**config.mk**
```make
export PLATFORM = sky130hd
export DESIGN_NAME = bus_rr_arbiter
export DESIGN_NICKNAME = d
export VERILOG_FILES = /design/src/rtl/bus_rr_arbiter.sv
export SDC_FILE = /design/constraint.sdc
export NUM_CORES = 1
export LEC_CHECK = 0
export BUFFER_PORTS_ARGS = -buffer_cell sky130_fd_sc_hd__buf_2
export CAP_MARGIN = 20
export CORE_AREA = 4 4 330 332
export DETAILED_ROUTE_END_ITERATION = 10
export DIE_AREA = 0 0 334 336
export PLACE_DENSITY_LB_ADDON = 0.3
export SLEW_MARGIN = 30
export SYNTH_ARGS = -nofsm -noshare
export SYNTH_HDL_FRONTEND = slang
export SYNTH_SLANG_ARGS = --single-unit
```
**constraint.sdc**
```tcl
create_clock -name clk -period 11.2 [get_ports clk]
set_input_delay 0.56 -clock clk [delete_from_list [all_inputs] [get_ports clk]]
set_output_delay 0.56 -clock clk [all_outputs]
set_load 0.05 [all_outputs]
```
**src/rtl/bus_rr_arbiter.sv**
```systemverilog
// -----------------------------------------------------------------------------
// bus_rr_arbiter
//   Round-robin arbiter for a shared WIDTH-bit datapath bus. It takes NSRC
//   requesting sources and drives the bus through a registered output.
//   Grants are one-hot, so two sources can never drive the bus at once.
//   Each tenure lasts at most MAX_HOLD cycles while other sources are waiting.
//   The owner can hold the bus longer by keeping lock high.
//
// Ports
//   clk        rising-edge clock
//   clr        asynchronous active-high reset
//   req        per-source level request            [NSRC]
//   src_data   packed source data, source i at [i*WIDTH +: WIDTH]
//   lock       owner keeps the bus past MAX_HOLD while high
//   gnt        registered one-hot grant, zero when idle   [NSRC]
//   bus_out    registered bus value                       [WIDTH]
//   bus_valid  bus_out carries the granted source's data
//   handover   one-cycle pulse when ownership moves directly to a new owner
// -----------------------------------------------------------------------------
module bus_rr_arbiter #(
  parameter int WIDTH    = 32,
  parameter int NSRC     = 24,
  parameter int MAX_HOLD = 4
) (
  input  logic                    clk,
  input  logic                    clr,
  input  logic [NSRC-1:0]         req,
  input  logic [NSRC*WIDTH-1:0]   src_data,
  input  logic                    lock,
  output logic [NSRC-1:0]         gnt,
  output logic [WIDTH-1:0]        bus_out,
  output logic                    bus_valid,
  output logic                    handover
);

  localparam int IDX_W  = (NSRC > 1) ? $clog2(NSRC) : 1;
  localparam int HOLD_W = $clog2(MAX_HOLD + 1);
  localparam logic [HOLD_W-1:0] HOLD_MAX = HOLD_W'(MAX_HOLD);
  localparam logic [IDX_W-1:0]  LAST_RST = IDX_W'(NSRC - 1);

  typedef enum logic {IDLE, OWN} state_t;

  // Increment the tenure counter and saturate it at MAX_HOLD. A lone
  // requester can then own the bus forever without the counter wrapping.
  function automatic logic [HOLD_W-1:0] satInc(input logic [HOLD_W-1:0] cnt);
    if (cnt >= HOLD_MAX) return HOLD_MAX;
    return cnt + HOLD_W'(1);
  endfunction

  function automatic logic [NSRC-1:0] oneHot(input logic [IDX_W-1:0] idx);
    return {{(NSRC-1){1'b0}}, 1'b1} << idx;
  endfunction

  state_t             state, stateNext;
  logic [IDX_W-1:0]   last, lastNext;
  logic [HOLD_W-1:0]  holdCnt, holdNext;
  logic [NSRC-1:0]    gntNext;
  logic [WIDTH-1:0]   busNext;
  logic               validNext, handoverNext;

  logic [WIDTH-1:0]   srcArr [NSRC];
  logic [IDX_W-1:0]   winAny, winOther;
  logic               anyFound, otherFound;

  always_comb begin
    for (int i = 0; i < NSRC; i++) srcArr[i] = src_data[i*WIDTH +: WIDTH];
  end

  // Rotating priority scan that starts just after the last owner. winAny
  // covers every source and is used from IDLE. winOther leaves out the
  // current owner (last) and is used for a handover or a forced rotation.
  always_comb begin
    winAny     = last;
    anyFound   = 1'b0;
    winOther   = last;
    otherFound = 1'b0;
    for (int k = 1; k <= NSRC; k++) begin
      int cand;
      cand = (int'(last) + k) % NSRC;
      if (!anyFound && req[cand]) begin
        anyFound = 1'b1;
        winAny   = IDX_W'(cand);
      end
      if (k < NSRC && !otherFound && req[cand]) begin
        otherFound = 1'b1;
        winOther   = IDX_W'(cand);
      end
    end
  end

  // Next-state decision. While in OWN, the owner is always 'last'.
  always_comb begin
    stateNext    = state;
    lastNext     = last;
    holdNext     = holdCnt;
    gntNext      = gnt;
    busNext      = bus_out;
    validNext    = bus_valid;
    handoverNext = 1'b0;
    unique case (state)
      IDLE: begin
        if (anyFound) begin
          stateNext = OWN;
          gntNext   = oneHot(winAny);
          busNext   = srcArr[winAny];
          validNext = 1'b1;
          holdNext  = HOLD_W'(1);
          lastNext  = winAny;
        end
      end
      OWN: begin
        if (!req[last] && !otherFound) begin
          // Bus released with nobody waiting. bus_out keeps its last value.
          stateNext = IDLE;
          gntNext   = '0;
          validNext = 1'b0;
        end else if (!req[last] ||
                     (holdCnt == HOLD_MAX && !lock && otherFound)) begin
          // Move straight to the next waiter, with no idle bubble.
          gntNext      = oneHot(winOther);
          busNext      = srcArr[winOther];
          holdNext     = HOLD_W'(1);
          lastNext     = winOther;
          handoverNext = 1'b1;
        end else begin
          busNext  = srcArr[last];
          holdNext = satInc(holdCnt);
        end
      end
      default: stateNext = IDLE;
    endcase
  end

  // ---- registered outputs / state ----
  always_ff @(posedge clk or posedge clr) begin
    if (clr) begin
      state     <= IDLE;
      last      <= LAST_RST;
      holdCnt   <= '0;
      gnt       <= '0;
      bus_out   <= '0;
      bus_valid <= 1'b0;
      handover  <= 1'b0;
    end else begin
      state     <= stateNext;
      last      <= lastNext;
      holdCnt   <= holdNext;
      gnt       <= gntNext;
      bus_out   <= busNext;
      bus_valid <= validNext;
      handover  <= handoverNext;
    end
  end

endmodule

```
==> flow_summary.toml <==
[placement]
pre_cts_ws_ps = 1910
dpl.hpwl_um = 149000
port_buffers = 852
gp_routability_congestion = 1.03

[clock_network]
clk_pin_slew_ps = 80
cts_tree = "built"
cts_buffers = 9
ctsHoldBuffers = 0
htreeDepth = 3
cts.sinks = 67
post-cts-setup-buffers = 0
clockBufferDepth = 2
cts_root_buffer = "clkbuf_16"
clk_latency_ps = 400
cts_resized = 0

[floorplan]
die_width_um = 334
start_util = 0.227
die_h_um = 336
die_area_mm2 = 0.112
coreArea_mm2 = 0.106
ios = 853
rows = 120

[detailed_routing]
route.detailed.drc = 0
antenna_left = 0
first_pass_iters = 6
vias = 30300
wl_per_cell_um = 36.8
drt-total-wl_um = 179000
drt_iter0_drc = 4013
routed_via_density = 6.24

[synthesis]
async_reset_ff_frac = 1.00
synthDominantCellAreaShare = 0.360
synth_area_leader_cell = "mux4_2"
synth-main-ff-cell = "dfrtp_1"
seq_area_frac_synth = 0.0696
synth.area.top_cells = "mux4_2 36%, dfrtp_1 6.5%, mux2i_1 6.0%"
postSynthCellCount = 2619
synth_area_mm2 = 0.0242
syn_area_per_cell_um2 = 9.23
syn_nets = 3463
ys_warn_count = 0
ys_types = 99
synth_seq_cells = 67
synth-edff-count = 0

[global_routing]
grt_use_total = 0.304
overflow = 0
first_global_vias = 28200
antenna_found_initial = 169
grt_start_max_net_pins = 109
grt_first_pass_wirelength_um = 239000

[finish]
nets = 4179
final_layout_size_suffix_gt1_frac = 0.452
syn_to_final_growth_pct = 27.0
multiInputGateArea_mm2 = 0.0212
seqCellArea_mm2 = 0.00169
fillers = 11600

[worst_setup_path]
cpPeakStageDelay_ps = 1070
cp.required_ps = 11470
cp_slowest_cell = "dfstp_4"
path_class = "register to register"
worstPathArrival_ps = 9920
worst-path-max-fanout = 42
start_kind = "register"
cp-end-kind = "register"

[run_status]
status = "completed"

[sta]
setup_viol = 0
finalCriticalPeriod_ps = 9650
tns_ps = 0
tightestPinTransition_ps = 1060
setup_ws_ps = 1550
slew_headroom = 0.291
clock_skew_ps = 16.0
hold_viol_final = 0
rsz0062_at_grt = "false"
maxSlewViolCount = 0
max_freq_ghz = 0.104
post-route-period-util = 0.862

[worst_hold_path]
hold_class = "input pin to async pin"

[flow_run]
cap_violations = 0
critical path, delay by kind of cell, from the launching register on:
kind / cells / cell delay [ps]
and+or+nand+nor: 7 / 2450
AOI/OAI and AO/OA: 6 / 1880
buffers and inverters: 6 / 1590
muxes: 4 / 1380
DFF: 1 / 1070
adders and majority gates: 2 / 800
xor gates and xnor gates: 1 / 220
synthesized netlist by cell type, types with 9 or more instances:
cell,count
a22oi_1,91
nor2_1,154
a221oi_1,38
a32oi_1,14
buf_1,36
buf_2,50
o21ai_1,13
mux2_2,58
nand3_1,76
nand2b_1,24
a311oi_1,14
o21ai_0,164
and3_1,27
buf_4,28
a31oi_1,27
inv_1,50
a211oi_1,30
nand4_1,21
a21boi_0,9
a22o_1,11
buf_6,12
xnor2_1,20
clkbuf_1,131
a21o_1,18
mux2i_1,144
o221ai_1,23
and2_1,17
ha_1,49
mux4_2,386
nor4_1,21
nor3_1,60
nor2b_1,30
nand2_1,231
o21a_1,19
dfrtp_1,63
a21oi_1,156
o211ai_1,15
or3_1,18
o31ai_1,15
o22ai_1,31
or2_2,13
a211o_1,15
cell type report:
cell class,count,area share
diodes,114,0.00929
repair buffers,963,0.170
inverters,53,0.00660
flip-flops and latches,67,0.0552
clock inverters,7,0.00265
multi-input cells,2241,0.692
well taps,1403,0.0572
clock buffers,9,0.00734
metrics by stage:
stage               cells  hold slack [ps]   util  instance area (um2)
floorplan            2619              491      -                24200
CTS                  4743              206  0.286                30400
global placement     4727              460  0.283                30100
finish               4857              205  0.289                30700
global route         4807              243  0.288                30600
detailed placement   4727              465  0.283                30100
worst paths after layout:
check | slack, ps | start | cells after the start | to
max reg2reg | 1550 | last[2] | 26 | bus_out[25]
max in group asynchronous | 9800 | clr | 3 | state
min | 210 | clr | 2 | bus_out[27]
max | 1550 | last[2] | 26 | bus_out[25]
min reg2reg | 480 | gnt[16] | 2 | gnt[16]
min in group clk | 480 | gnt[16] | 2 | gnt[16]
layer usage:
metal / global-route usage / vias up / share of wire
li1: - / 12400 / -
met1: 0.374 / 15300 / 0.38
met2: 0.477 / 2220 / 0.46
met3: 0.0997 / 421 / 0.11
met4: 0.157 / 34 / 0.056
met5: 0 / - / 0.0013
kinds of logic after synthesis:
kind of cell	after synthesis	synth area share
compound gates	816	0.232
xor+xnor	23	0.00833
fa+ha+maj	49	0.0254
buf+inv	311	0.0594
flops	67	0.0696
mux	592	0.449
simple gates	761	0.157
cells in the final DEF (no fill, tap or decap), types with 58 or more instances in the layout:
| cell type | netlist | layout |
|---|---|---|
| a21oi_1 | 156 | 155 |
| a22oi_1 | 91 | 91 |
| buf_2 | 50 | 852 |
| buf_4 | 28 | 101 |
| dfrtp_1 | 63 | 62 |
| diode_2 | 0 | 114 |
| mux2_2 | 58 | 58 |
| mux2i_1 | 144 | 144 |
| mux4_2 | 386 | 386 |
| nand2_1 | 231 | 229 |
| nand3_1 | 76 | 76 |
| nor2_1 | 154 | 148 |
| nor3_1 | 60 | 59 |
| o21ai_0 | 164 | 161 |
sequential cells by signal, indices dropped and copies added (netlist names):
name,cells
bus_out,32
gnt,24
last,5
holdCnt,3
bus_valid,1
handover,1
state,1
Power is left out: the tool's default activity adds up to more than one toggle a clock period on the data nets, which glitch-free logic cannot reach.
